===== src/rtl/fb_write_scheduler_if.sv =====
// Bundle of the clear-request, two requester ports and framebuffer write port
// shared by the write scheduler and the drawing side.
interface fb_write_scheduler_if #(
  parameter int ADDR_W = 19
) ();
  logic              clear_req;
  logic              clear_busy;
  logic              m_req;
  logic [ADDR_W-1:0] m_addr;
  logic              m_data;
  logic              m_ack;
  logic              t_req;
  logic [ADDR_W-1:0] t_addr;
  logic              t_data;
  logic              t_ack;
  logic              fb_we;
  logic [ADDR_W-1:0] fb_addr;
  logic              fb_data;
  logic [15:0]       drop_cnt;

  modport master (
    output clear_req, m_req, m_addr, m_data, t_req, t_addr, t_data,
    input  clear_busy, m_ack, t_ack, fb_we, fb_addr, fb_data, drop_cnt
  );

  modport slave (
    input  clear_req, m_req, m_addr, m_data, t_req, t_addr, t_data,
    output clear_busy, m_ack, t_ack, fb_we, fb_addr, fb_data, drop_cnt
  );
endinterface


===== src/rtl/fb_write_scheduler.sv =====
// Single-port framebuffer write scheduler: round-robin between the mouse and
// text writers, with a built-in full-screen clear sequencer that takes priority.
module fb_write_scheduler #(
  parameter int FB_DEPTH = 307200,
  parameter int ADDR_W   = 19
) (
  input  logic                 clk,
  input  logic                 rst,
  fb_write_scheduler_if.slave  bus
);

  typedef enum logic [0:0] {
    ST_ARB   = 1'b0,
    ST_CLEAR = 1'b1
  } state_t;

  localparam logic              SRC_M     = 1'b0;
  localparam logic              SRC_T     = 1'b1;
  localparam logic [ADDR_W-1:0] LAST_ADDR = ADDR_W'(FB_DEPTH - 1);
  localparam logic [ADDR_W-1:0] DEPTH_L   = ADDR_W'(FB_DEPTH);

  state_t            r_state;
  state_t            w_state_nxt;
  logic              r_last;
  logic              r_fb_we;
  logic [ADDR_W-1:0] r_fb_addr;
  logic              r_fb_data;
  logic              r_busy;
  logic [15:0]       r_drop_cnt;

  logic              w_final;
  logic              w_arb_en;
  logic              w_grant_m;
  logic              w_grant_t;
  logic              w_grant;
  logic [ADDR_W-1:0] w_gnt_addr;
  logic              w_gnt_data;
  logic              w_in_range;
  logic              w_drop;
  logic              w_fb_we_nxt;
  logic [ADDR_W-1:0] w_fb_addr_nxt;
  logic              w_fb_data_nxt;
  logic              w_busy_nxt;

  // Arbitration window: idle ARB cycles without clear_req, plus the last clear cycle.
  always_comb begin
    w_final    = (r_state == ST_CLEAR) && (r_fb_addr == LAST_ADDR);
    w_arb_en   = ((r_state == ST_ARB) && !bus.clear_req) || w_final;
    w_grant_m  = 1'b0;
    w_grant_t  = 1'b0;
    if (w_arb_en) begin
      if (bus.m_req && bus.t_req) begin
        if (r_last == SRC_T) begin
          w_grant_m = 1'b1;
        end else begin
          w_grant_t = 1'b1;
        end
      end else begin
        w_grant_m = bus.m_req;
        w_grant_t = bus.t_req;
      end
    end else begin
      w_grant_m = 1'b0;
      w_grant_t = 1'b0;
    end
    w_grant = w_grant_m | w_grant_t;
    if (w_grant_t) begin
      w_gnt_addr = bus.t_addr;
      w_gnt_data = bus.t_data;
    end else begin
      w_gnt_addr = bus.m_addr;
      w_gnt_data = bus.m_data;
    end
    w_in_range = (w_gnt_addr < DEPTH_L);
    w_drop     = w_grant && !w_in_range;
  end

  // State register.
  always_ff @(posedge clk) begin
    if (rst) begin
      r_state <= ST_ARB;
    end else begin
      r_state <= w_state_nxt;
    end
  end

  // Next-state logic.
  always_comb begin
    w_state_nxt = r_state;
    case (r_state)
      ST_ARB: begin
        if (bus.clear_req) begin
          w_state_nxt = ST_CLEAR;
        end else begin
          w_state_nxt = ST_ARB;
        end
      end
      ST_CLEAR: begin
        if (w_final) begin
          w_state_nxt = ST_ARB;
        end else begin
          w_state_nxt = ST_CLEAR;
        end
      end
      default: w_state_nxt = ST_ARB;
    endcase
  end

  // Next values of the registered write port; a missing grant holds addr/data.
  always_comb begin
    w_fb_we_nxt   = 1'b0;
    w_fb_addr_nxt = r_fb_addr;
    w_fb_data_nxt = r_fb_data;
    w_busy_nxt    = 1'b0;
    case (r_state)
      ST_ARB: begin
        if (bus.clear_req) begin
          w_fb_we_nxt   = 1'b1;
          w_fb_addr_nxt = '0;
          w_fb_data_nxt = 1'b0;
          w_busy_nxt    = 1'b1;
        end else if (w_grant && w_in_range) begin
          w_fb_we_nxt   = 1'b1;
          w_fb_addr_nxt = w_gnt_addr;
          w_fb_data_nxt = w_gnt_data;
        end else begin
          w_fb_we_nxt   = 1'b0;
        end
      end
      ST_CLEAR: begin
        if (!w_final) begin
          w_fb_we_nxt   = 1'b1;
          w_fb_addr_nxt = r_fb_addr + {{(ADDR_W-1){1'b0}}, 1'b1};
          w_fb_data_nxt = 1'b0;
          w_busy_nxt    = 1'b1;
        end else if (w_grant && w_in_range) begin
          w_fb_we_nxt   = 1'b1;
          w_fb_addr_nxt = w_gnt_addr;
          w_fb_data_nxt = w_gnt_data;
        end else begin
          w_fb_we_nxt   = 1'b0;
        end
      end
      default: begin
        w_fb_we_nxt = 1'b0;
      end
    endcase
  end

  // Output, round-robin pointer and drop counter registers.
  always_ff @(posedge clk) begin
    if (rst) begin
      r_fb_we    <= 1'b0;
      r_fb_addr  <= '0;
      r_fb_data  <= 1'b0;
      r_busy     <= 1'b0;
      r_last     <= SRC_T;
      r_drop_cnt <= 16'd0;
    end else begin
      r_fb_we   <= w_fb_we_nxt;
      r_fb_addr <= w_fb_addr_nxt;
      r_fb_data <= w_fb_data_nxt;
      r_busy    <= w_busy_nxt;
      if (w_grant) begin
        r_last <= w_grant_t ? SRC_T : SRC_M;
      end
      if (w_drop && (r_drop_cnt != 16'hFFFF)) begin
        r_drop_cnt <= r_drop_cnt + 16'd1;
      end
    end
  end

  assign bus.m_ack      = w_grant_m;
  assign bus.t_ack      = w_grant_t;
  assign bus.fb_we      = r_fb_we;
  assign bus.fb_addr    = r_fb_addr;
  assign bus.fb_data    = r_fb_data;
  assign bus.clear_busy = r_busy;
  assign bus.drop_cnt   = r_drop_cnt;

endmodule

===== src/flat_wrapper.sv =====
// flat-port wrapper written by rule: the top's interface ports become plain ports
module fb_write_scheduler_flat 
#(
  parameter int FB_DEPTH = 307200,
  parameter int ADDR_W   = 19
)
  (clk, rst, bus_clear_req, bus_m_req, bus_m_addr, bus_m_data, bus_t_req, bus_t_addr, bus_t_data, bus_clear_busy, bus_m_ack, bus_t_ack, bus_fb_we, bus_fb_addr, bus_fb_data, bus_drop_cnt);
  fb_write_scheduler_if #(.ADDR_W(ADDR_W)) bus_i ();
  input  logic clk;
  input  logic rst;
  input wire logic [$bits(bus_i.clear_req)-1:0] bus_clear_req;
  input wire logic [$bits(bus_i.m_req)-1:0] bus_m_req;
  input wire logic [$bits(bus_i.m_addr)-1:0] bus_m_addr;
  input wire logic [$bits(bus_i.m_data)-1:0] bus_m_data;
  input wire logic [$bits(bus_i.t_req)-1:0] bus_t_req;
  input wire logic [$bits(bus_i.t_addr)-1:0] bus_t_addr;
  input wire logic [$bits(bus_i.t_data)-1:0] bus_t_data;
  output wire logic [$bits(bus_i.clear_busy)-1:0] bus_clear_busy;
  output wire logic [$bits(bus_i.m_ack)-1:0] bus_m_ack;
  output wire logic [$bits(bus_i.t_ack)-1:0] bus_t_ack;
  output wire logic [$bits(bus_i.fb_we)-1:0] bus_fb_we;
  output wire logic [$bits(bus_i.fb_addr)-1:0] bus_fb_addr;
  output wire logic [$bits(bus_i.fb_data)-1:0] bus_fb_data;
  output wire logic [$bits(bus_i.drop_cnt)-1:0] bus_drop_cnt;
  assign bus_i.clear_req = bus_clear_req;
  assign bus_i.m_req = bus_m_req;
  assign bus_i.m_addr = bus_m_addr;
  assign bus_i.m_data = bus_m_data;
  assign bus_i.t_req = bus_t_req;
  assign bus_i.t_addr = bus_t_addr;
  assign bus_i.t_data = bus_t_data;
  assign bus_clear_busy = bus_i.clear_busy;
  assign bus_m_ack = bus_i.m_ack;
  assign bus_t_ack = bus_i.t_ack;
  assign bus_fb_we = bus_i.fb_we;
  assign bus_fb_addr = bus_i.fb_addr;
  assign bus_fb_data = bus_i.fb_data;
  assign bus_drop_cnt = bus_i.drop_cnt;
  fb_write_scheduler #(.FB_DEPTH(FB_DEPTH), .ADDR_W(ADDR_W)) u_core (.clk(clk), .rst(rst), .bus(bus_i));
endmodule

===== config.mk =====
export PLATFORM = sky130hd
export DESIGN_NAME = fb_write_scheduler_flat
export DESIGN_NICKNAME = d
export VERILOG_FILES = /design/src/rtl/fb_write_scheduler_if.sv /design/src/rtl/fb_write_scheduler.sv /design/src/flat_wrapper.sv
export SDC_FILE = /design/constraint.sdc
export NUM_CORES = 1
export LEC_CHECK = 0
export CAP_MARGIN = 20
export CORE_ASPECT_RATIO = 1.25
export CORE_MARGIN = 2
export CORE_UTILIZATION = 47
export CTS_CLUSTER_DIAMETER = 200
export DETAILED_ROUTE_END_ITERATION = 16
export GPL_TIMING_DRIVEN = 0
export PLACE_DENSITY = 0.81
export REMOVE_ABC_BUFFERS = 1
export SLEW_MARGIN = 15
export SYNTH_ARGS = -nofsm -noshare
export SYNTH_HDL_FRONTEND = slang
export SYNTH_SLANG_ARGS = --single-unit

===== constraint.sdc =====
create_clock -name clk -period 3.4 [get_ports clk]
set_input_delay 1.02 -clock clk [delete_from_list [all_inputs] [get_ports clk]]
set_output_delay 1.02 -clock clk [all_outputs]
set_load 0.01 [all_outputs]

# [Word-level counts from Yosys, hierarchy flattened]
# Index checks and enable logic that the tools add are counted.
[totals] ff_bits=39 output_inout_bits=40 word_cells=46
[classes] add_sub_neg=2 n_lt_le_gt_ge=1 eq_ne=2 n_mux=24 n_bitwise=2 n_reduce_logical=9
[op_table] operator="2-to-1 mux 19 bit" n=4
[op_table] operator="case mux 19 bit (2 select lines)" n=1
[op_table] operator="adder 19 x 1 -> 19 bit (second input constant)" n=1
[op_table] operator="== test 19 bit (second input constant)" n=1
[op_table] operator="< comparator 19 bit (second input constant)" n=1
[op_table] operator="adder 16 x 1 -> 16 bit (second input constant)" n=1
[op_table] operator="2-to-1 mux 1 bit" n=16
[op_table] operator="!= test 16 bit (second input constant)" n=1
[op_table] operator="logical AND 1 bit" n=6
[op_table] operator="case mux 1 bit (2 select lines)" n=3
[op_table] operator="logical NOT 1 bit" n=2
[op_table] operator="logical OR 1 bit" n=1
[op_table] operator="NOT 1 bit" n=1
[op_table] operator="OR 1 bit" n=1

# [Logic depth before layout (Yosys ltp)]
# Gate-level depths: netlist (run 1).
[logic_depth] depth_word=10 depth_mapped=11

# [Worst setup path before layout (run 1)]
# OpenSTA, ideal clock, no wires.
[synth_path] kind="input -> output" from="input port bus_t_req" to="output port bus_t_ack" arrival_time_ns=2.091 required_ns=2.380 path_slack_ns=0.289 path_stages=7 n_path_buf=3 path_cell_list="a21bo_2 nor2_1 a21oi_1 buf_2 inv_2 buf_4 buf_4"
[synth_via] elab_chain_len=3
[synth_lines] element="start, declared" line_no="flat_wrapper.sv:15" rtl="input wire logic [$bits(bus_i.t_req)-1:0] bus_t_req;"
[synth_lines] element="logical AND 1 bit" line_no="fb_write_scheduler.sv:52" rtl="if (bus.m_req && bus.t_req) begin"
[synth_lines] element="2-to-1 mux 1 bit (*)" line_no="fb_write_scheduler.sv:52"
[synth_lines] element="2-to-1 mux 1 bit (*)" line_no="fb_write_scheduler.sv:51" rtl="if (w_arb_en) begin"
[synth_lines] element="end, declared" line_no="flat_wrapper.sv:20" rtl="output wire logic [$bits(bus_i.t_ack)-1:0] bus_t_ack;"
# Mark *: on every way between the ends. The rest lies on a longest branch, timed or not.

# [Worst setup path in the final report (run 1)]
[layout_path] from="input port bus_m_req" to="output port bus_t_ack"
[layout_via] elab_chain_len=3
[layout_lines] element="start, declared" line_no="flat_wrapper.sv:12" rtl="input wire logic [$bits(bus_i.m_req)-1:0] bus_m_req;"
[layout_lines] element="logical AND 1 bit" line_no="fb_write_scheduler.sv:52"
[layout_lines] element="2-to-1 mux 1 bit" line_no="fb_write_scheduler.sv:52"
[layout_lines] element="2-to-1 mux 1 bit" line_no="fb_write_scheduler.sv:51"
# No other way between the ends.

==> results.ini, run 1 <==
[run_status]
outcome = finished, violations left
violations = negative setup slack

[critical_path]
critical_path.max_stage_delay_ns = 0.52
cp_top_family = buffers and inverters
r2r-end = u_core.bus.drop_cnt[8]$_SDFFE_PP0P_
r2r-start = u_core.bus.fb_addr[1]$_SDFF_PP0_
crit_chain = dlygate4sd2_1 > a21bo_4 > nor2_4 > a21oi_4 > inv_8 > clkdlybuf4s50_1
startpoint_type = input port
r2r_slack_ns = 0.51
arrival_ns = 2.42
cp_slowest_cell = clkdlybuf4s50_1
cp.required_ns = 2.38
end_kind = output port
critPathKind = in2out
crit_fanout = 6
reg2reg_depth = 8
worst-path-buf-inv = 3

[yosys]
synth_edf_count = 0
async_flop_share = 0
ys_seq_elements = 39
syn_area_um2 = 2621
synth_cell_type_count = 54
avgSynthCellArea_um2 = 7.848
ys_seq_area_frac = 0.2979
synth_ff_type = dfxtp_1
yosysWarningCount = 0
synth_cells = 334

[global_routing]
grt_first_pass_wirelength_mm = 13.41
antenna_found_initial = 0
overflow = 0
first_global_vias = 2870
grt_max_degree = 32
track_usage = 0.2670

[clock_tree]
cts_tree = done
clkLatencyLatePin_ns = 0.29
cts.path.max_buffers = 2
cts_made_buffers = 5
clkTransAtPathRegs_ns = 0.08
htreeDepth = 2
cts-root-buf = clkbuf_8
cts_sinks = 39
holdBufCountCts = 0

[floorplan]
io_pins = 85
die_y_um = 87.50
design.core.area_um2 = 5405
start_util = 0.4850
floorplan.die_area_um2 = 6194
rows = 30
die_w_um = 70.80

[pwr]
ir_worst_vdd_v = 0.0001812
combPwrFrac = 0.222
p_sw_w = 0.0003264
power_density_nw_per_um2 = 287.6
p_sw_frac = 0.3085
clockPowerShare = 0.313
p_leak_nw = 1.236
finalPower_w = 0.001058
p_int_w = 0.0007317
seq_power_share = 0.465

[cells_and_area]
drive_above_1_share = 0.06538
design_area_um2 = 3679
area_growth_syn_to_layout_pct = 40.33
nets = 459
final_cells = 477
diodes = 0
nFillCells = 493

[sta]
finalHoldViolations = 0
tns_ns = -0.04072
slew_headroom = 0.4055
slew_violations = 0
hold-worst-slack_ns = 0.5048
final.min_clock_period_ns = 3.441
fmax_mhz = 290.6
tightest_slew_ns = 0.8903
setup_ws_ns = -0.04072
rsz0062_at_grt = yes
setup_viol = 1
clock-skew-final_ns = 0.004463
finalCritPeriodShare = 1.012

[placed_design]
dp_hpwl_mm = 5.750
placed_area_um2 = 3467
port_buffers = 84
placedCellCount = 465
place.gp.congestion = 0.9046

[route]
wl_per_cell_um = 17.66
drt_iter0_drc = 375
first_pass_iters = 7
drt-total-wl_mm = 8.422
vias = 3128
antenna_left = 0
post-route-drc-count = 0
post_drt_via_cell_ratio = 6.558

[worst_hold_path]
hp-start = u_core.bus.drop_cnt[15]$_SDFFE_PP0P_
min-delay-path-class = reg2reg
holdPathEnd = u_core.bus.drop_cnt[15]$_SDFFE_PP0P_
whs_path_depth = 2

[job]
maxCapViolCount = 0

## worst max-delay path by stage
stage,from,depth (start not counted),endpoint,slack (ns)
after floorplan,bus_t_req,4,bus_t_ack,0.17
after global placement,bus_m_req,6,bus_t_ack,-1.48
after detailed placement,bus_m_req,6,bus_t_ack,-1.46
after CTS,u_core.bus.fb_addr[0]$_SDFF_PP0_,6,bus_t_ack,-0.05
after global routing,bus_m_req,6,bus_t_ack,-0.08
final,bus_m_req,6,bus_t_ack,-0.04
## worst min-delay path, stage by stage (launching register included)
cell and delay (ns):
dfxtp_1 0.34, o31ai_1 0.07, a21oi_1 0.05
## state kept, by name, summed over array words and instances, names as in the netlist
register and cells:
u_core.bus.fb_addr 19, u_core.bus.drop_cnt 16, u_core.bus.fb_data 1, u_core.bus.fb_we 1
u_core.r_last 1, u_core.r_state 1
## power groups by stage
stage	Clock (W)	Combinational [W]	Sequential (W)
finish	0.000331	0.000235	0.000492
global route	0.000360	0.000252	0.000495
CTS	0.000337	0.000232	0.000490
detailed placement	0	0.000221	0.000500
global placement	0	0.000217	0.000499
floorplan	0	0.0000963	0.000502
## synth_stat cells (all sizes together) (3+ instances only)
cell type / instances / area share
o21ai: 18 / 0.034
xnor2: 4 / 0.013
o211ai: 3 / 0.0086
nor2b: 4 / 0.0095
nand2: 23 / 0.033
or3: 5 / 0.012
a32oi: 4 / 0.013
xor2: 6 / 0.020
nand4: 12 / 0.029
clkbuf: 12 / 0.017
or4: 8 / 0.023
a211oi: 6 / 0.017
and3: 14 / 0.033
o31ai: 10 / 0.029
nand3: 19 / 0.036
nor4: 3 / 0.0072
nor3: 8 / 0.015
a21oi: 22 / 0.042
inv: 6 / 0.0086
o221ai: 6 / 0.020
o31a: 3 / 0.010
o22ai: 7 / 0.017
dfxtp: 39 / 0.30
a31oi: 4 / 0.0095
a21o: 4 / 0.011
nor2: 29 / 0.042
buf: 5 / 0.011
and4: 4 / 0.013
mux2i: 8 / 0.031
or2: 4 / 0.0095
mux2: 11 / 0.049
## through the flow
stage / util / worst slack, ns
after floorplan: - / 0.1739
after global placement: 0.6414 / -1.480
after detailed placement: 0.6414 / -1.455
after CTS: 0.6771 / -0.04676
after global routing: 0.6806 / -0.07806
final: 0.6806 / -0.04072
## timing repair
item / CTS / global route
pin swaps: 2 / 1
gates resized for setup: 19 / 6
setup endpoints to repair: 38 / 3
cloned: 1 / 0
buffers inserted: 3 / 0
## cell families after synthesis
family          synth area share
mux                      0.07924
buf+inv                  0.03723
xor+xnor                 0.03341
simple gates              0.2878
flops                     0.2979
compound gates            0.2549
fa+ha+maj               0.009545
## layout by cell type (no fill, tap or decap), types with 3 or more instances in the layout
| cell type | Yosys | layout |
|---|---|---|
| xor2_1 | 6 | 6 |
| a31oi_1 | 4 | 4 |
| dfxtp_1 | 39 | 37 |
| or2_1 | 3 | 3 |
| nor2b_1 | 4 | 4 |
| and4_1 | 4 | 4 |
| nand4_1 | 12 | 12 |
| o211ai_1 | 3 | 3 |
| nor2_1 | 29 | 26 |
| o21ai_0 | 10 | 10 |
| mux2i_1 | 8 | 8 |
| and3_1 | 14 | 14 |
| or3_1 | 5 | 5 |
| o31a_1 | 3 | 3 |
| xnor2_1 | 4 | 4 |
| o31ai_1 | 10 | 10 |
| a211oi_1 | 6 | 6 |
| a21o_1 | 4 | 4 |
| o221ai_1 | 6 | 6 |
| nand3_1 | 19 | 19 |
| o22ai_1 | 7 | 7 |
| a21oi_1 | 22 | 20 |
| mux2_1 | 10 | 10 |
| o21ai_1 | 8 | 8 |
| nor3_1 | 8 | 6 |
| or4_1 | 8 | 8 |
| inv_1 | 5 | 5 |
| nand2_1 | 23 | 23 |
| clkbuf_8 | 0 | 5 |
| buf_4 | 2 | 3 |
| a32oi_1 | 4 | 4 |
| clkdlybuf4s50_1 | 0 | 80 |
## layout make-up
cell class	count	area, um2	share of cell area
clock buffers	5	68.82	0.01871
clock inverters	3	23.77	0.006463
inverters	6	30.03	0.008163
multi-input cells	272	1823	0.4956
flip-flops and latches	39	783.3	0.2129
well taps	64	80.08	0.02177
repair buffers	87	863.3	0.2347
repair inverters	1	6.256	0.001701
## layer usage
metal	wire, um	global-route usage	up-vias
met5	0	0	-
met4	234	0.09777	0
met3	756	0.04398	28
met2	4299	0.4902	164
met1	3131	0.3094	1483
li1	-	-	1453
Power figures use the tool's default switching activity.
==> inputs of run 2 (changes only) <==
--- a/config.mk
+++ b/config.mk
@@ -8,11 +8,11 @@
 export CAP_MARGIN = 20
 export CORE_ASPECT_RATIO = 1.25
 export CORE_MARGIN = 2
-export CORE_UTILIZATION = 47
+export CORE_UTILIZATION = 42
 export CTS_CLUSTER_DIAMETER = 200
 export DETAILED_ROUTE_END_ITERATION = 16
 export GPL_TIMING_DRIVEN = 0
-export PLACE_DENSITY = 0.81
+export PLACE_DENSITY = 0.77
 export REMOVE_ABC_BUFFERS = 1
 export SLEW_MARGIN = 15
 export SYNTH_ARGS = -nofsm -noshare
==> constraint.sdc (replaced) <==
create_clock -name clk -period 3 [get_ports clk]
set_input_delay 0.9 -clock clk [delete_from_list [all_inputs] [get_ports clk]]
set_output_delay 0.9 -clock clk [all_outputs]
set_load 0.01 [all_outputs]
==> run 2 against run 1 <==
Effect of this change:
- the run now ends clean
- flip-flop and latch count unchanged
- total power increased by 23%
- combinational power increased by 20%
- hold slack about the same
- first-iteration DRC count decreased by 13%
- count of clock-buffer cells in the layout unchanged
- routed wire length increased by 6.7%
- register-to-register slack got worse by 0.18 ns
- sequential power increased by 13%
- non-clock buffer count increased by 9
- critical path type unchanged
- critical endpoint unchanged
- largest power group unchanged
==> results.ini, run 2 (synthesis gave the netlist of run 1 again) <==
[job]
maxCapViolCount = 0  ; unchanged

[cells_and_area]
final_cell_mix = clkdlybuf4s50_1, dfxtp_1, nor2_1  ; unchanged
nFillCells = 554  ; was 493
layout_commonest_cell = clkdlybuf4s50_1  ; unchanged
final_cells = 507  ; was 477
largest_reg_flops = 19  ; unchanged
nets = 468  ; was 459
drive_above_1_share = 0.1280  ; was 0.06538
area_growth_syn_to_layout_pct = 48.64  ; was 40.33%
diodes = 0  ; unchanged

[run_status]
outcome = completed  ; was finished, violations left

[pwr]
power_density_nw_per_um2 = 334.0  ; was 287.6 nW/um2
p_sw_w = 0.0003830  ; was 0.0003264 W
ir_worst_vdd_v = 0.0002378  ; was 0.0001812 V
p_leak_nw = 1.347  ; was 1.236 nW
combPwrFrac = 0.216  ; was 0.222
seq_power_share = 0.428  ; was 0.465
p_int_w = 0.0009185  ; was 0.0007317 W
clockPowerShare = 0.356  ; was 0.313
p_sw_frac = 0.2943  ; was 0.3085
finalPower_w = 0.001301  ; was 0.001058 W

[global_routing]
grt_first_pass_wirelength_mm = 14.30  ; was 13.41 mm
overflow = 0  ; unchanged
track_usage = 0.2647  ; was 0.2670
grt_max_degree = 32  ; unchanged
first_global_vias = 2994  ; was 2870
antenna_found_initial = 0  ; unchanged

[critical_path]
end_kind = output port  ; unchanged
cp.required_ns = 2.10  ; was 2.38 ns
arrival_ns = 2.06  ; was 2.42 ns
startpoint_type = input port  ; unchanged
critPathKind = in2out  ; unchanged
crit_fanout = 6  ; unchanged

[route]
drt_iter0_drc = 328  ; was 375
post-route-drc-count = 0  ; unchanged
antenna_left = 0  ; unchanged
wl_per_cell_um = 17.73  ; was 17.66 um
post_drt_via_cell_ratio = 6.203  ; was 6.558
first_pass_iters = 5  ; was 7
drt-total-wl_mm = 8.990  ; was 8.422 mm
vias = 3145  ; was 3128

[sta]
slew_headroom = 0.3762  ; was 0.4055
finalHoldViolations = 0  ; unchanged
fmax_mhz = 337.4
tightest_slew_ns = 0.9356  ; was 0.8903 ns
final.min_clock_period_ns = 2.964
clock-skew-final_ns = 0.005225  ; was 0.004463 ns
finalCritPeriodShare = 0.9880
slew_violations = 0  ; unchanged
setup_viol = 0  ; was 1

[floorplan]
design.core.area_um2 = 6086  ; was 5405 um2
rows = 32  ; was 30
io_pins = 85  ; unchanged
start_util = 0.4307  ; was 0.4850
die_y_um = 92.33  ; was 87.50 um
floorplan.die_area_um2 = 6893  ; was 6194 um2
die_w_um = 74.66  ; was 70.80 um

[placed_design]
placedCellCount = 488  ; was 465
port_buffers = 84  ; unchanged
dp_hpwl_mm = 5.809  ; was 5.750 mm
place.gp.congestion = 0.8888  ; was 0.9046

[clock_tree]
cts_tree = done  ; unchanged
clkTransAtPathRegs_ns = 0.09  ; was 0.08 ns
cts-root-buf = clkbuf_8  ; unchanged
cts.path.max_buffers = 2  ; unchanged
clkLatencyLatePin_ns = 0.31  ; was 0.29 ns
htreeDepth = 2  ; unchanged
cts_sinks = 39  ; unchanged
cts_made_buffers = 5  ; unchanged

[worst_hold_path]
min-delay-path-class = reg2reg  ; unchanged

-- run 2: cell type report --
class                      instances  area [um2]  share of cell area
timing repair inverter             1       6.256            0.001606
sequential                        39       795.8              0.2042
timing repair buffer              96       939.7              0.2412
multi-input combinational        272        1906              0.4891
inverter                           6       30.03            0.007707
clock buffer                       5       68.82             0.01766
clock inverter                     3       43.79             0.01124
tap                               85       106.4             0.02730
-- run 2: power by group through the flow --
stage / clock, W / combinational, W / sequential [W]
3_5_place_dp: 0 / 0.000254 / 0.000567
4_1_cts: 0.000468 / 0.000272 / 0.000555
5_1_grt: 0.000484 / 0.000302 / 0.000560
6_report: 0.000463 / 0.000281 / 0.000557
2_1_floorplan: 0 / 0.000109 / 0.000569
3_3_place_gp: 0 / 0.000247 / 0.000566
-- run 2: worst paths after layout --
path / cells past startpoint / slack, ns / end / from
min: 2 / 0.50 / u_core.bus.fb_data$_SDFF_PP0_ / u_core.bus.fb_data$_SDFF_PP0_
min reg2reg: 2 / 0.50 / u_core.bus.fb_data$_SDFF_PP0_ / u_core.bus.fb_data$_SDFF_PP0_
max: 6 / 0.04 / bus_t_ack / bus_t_req
max reg2reg: 8 / 0.33 / u_core.bus.drop_cnt[6]$_SDFFE_PP0P_ / u_core.bus.fb_addr[4]$_SDFF_PP0_
-- run 2: what timing repair did --
action                     in CTS  in global routing
setup endpoints to repair      34                 19
setup buffers                   6                  4
hold buffers                    0                  0
pin swaps                       7                  3
gates cloned                    1                  0
gates resized for setup        45                  9
-- run 2: metrics by stage --
step / TNS, ns / hold WS (ns) / setup WS, ns / instance area [um2] / utilization
after floorplan: 0 / 0.5024 / 0.01387 / 2546 / -
after global placement: -33.50 / 0.4851 / -1.690 / 3493 / 0.5740
after detailed placement: -19.17 / 0.4975 / -0.9712 / 3512 / 0.5771
after CTS: 0 / 0.5092 / 0.0002536 / 3837 / 0.6306
after global routing: -0.001381 / 0.5319 / -0.001381 / 3896 / 0.6402
final: 0 / 0.5047 / 0.03614 / 3896 / 0.6402
-- run 2: layer usage --
| layer | share of wire | track usage | vias to the layer above | wire [um] |
|---|---|---|---|---|
| met5 | 0 | 0 | - | 0 |
| met4 | 0.039 | 0.1131 | 0 | 351 |
| met2 | 0.49 | 0.4425 | 171 | 4439 |
| met3 | 0.082 | 0.06638 | 35 | 734 |
| li1 | - | - | 1467 | - |
| met1 | 0.39 | 0.3148 | 1472 | 3465 |
-- run 2: critical path: stages --
cell	delay [ns]
clkdlybuf4s15_2	0.22
a21bo_4	0.25
nor2_4	0.07
a21oi_4	0.30
inv_8	0.04
dlygate4sd2_1	0.29
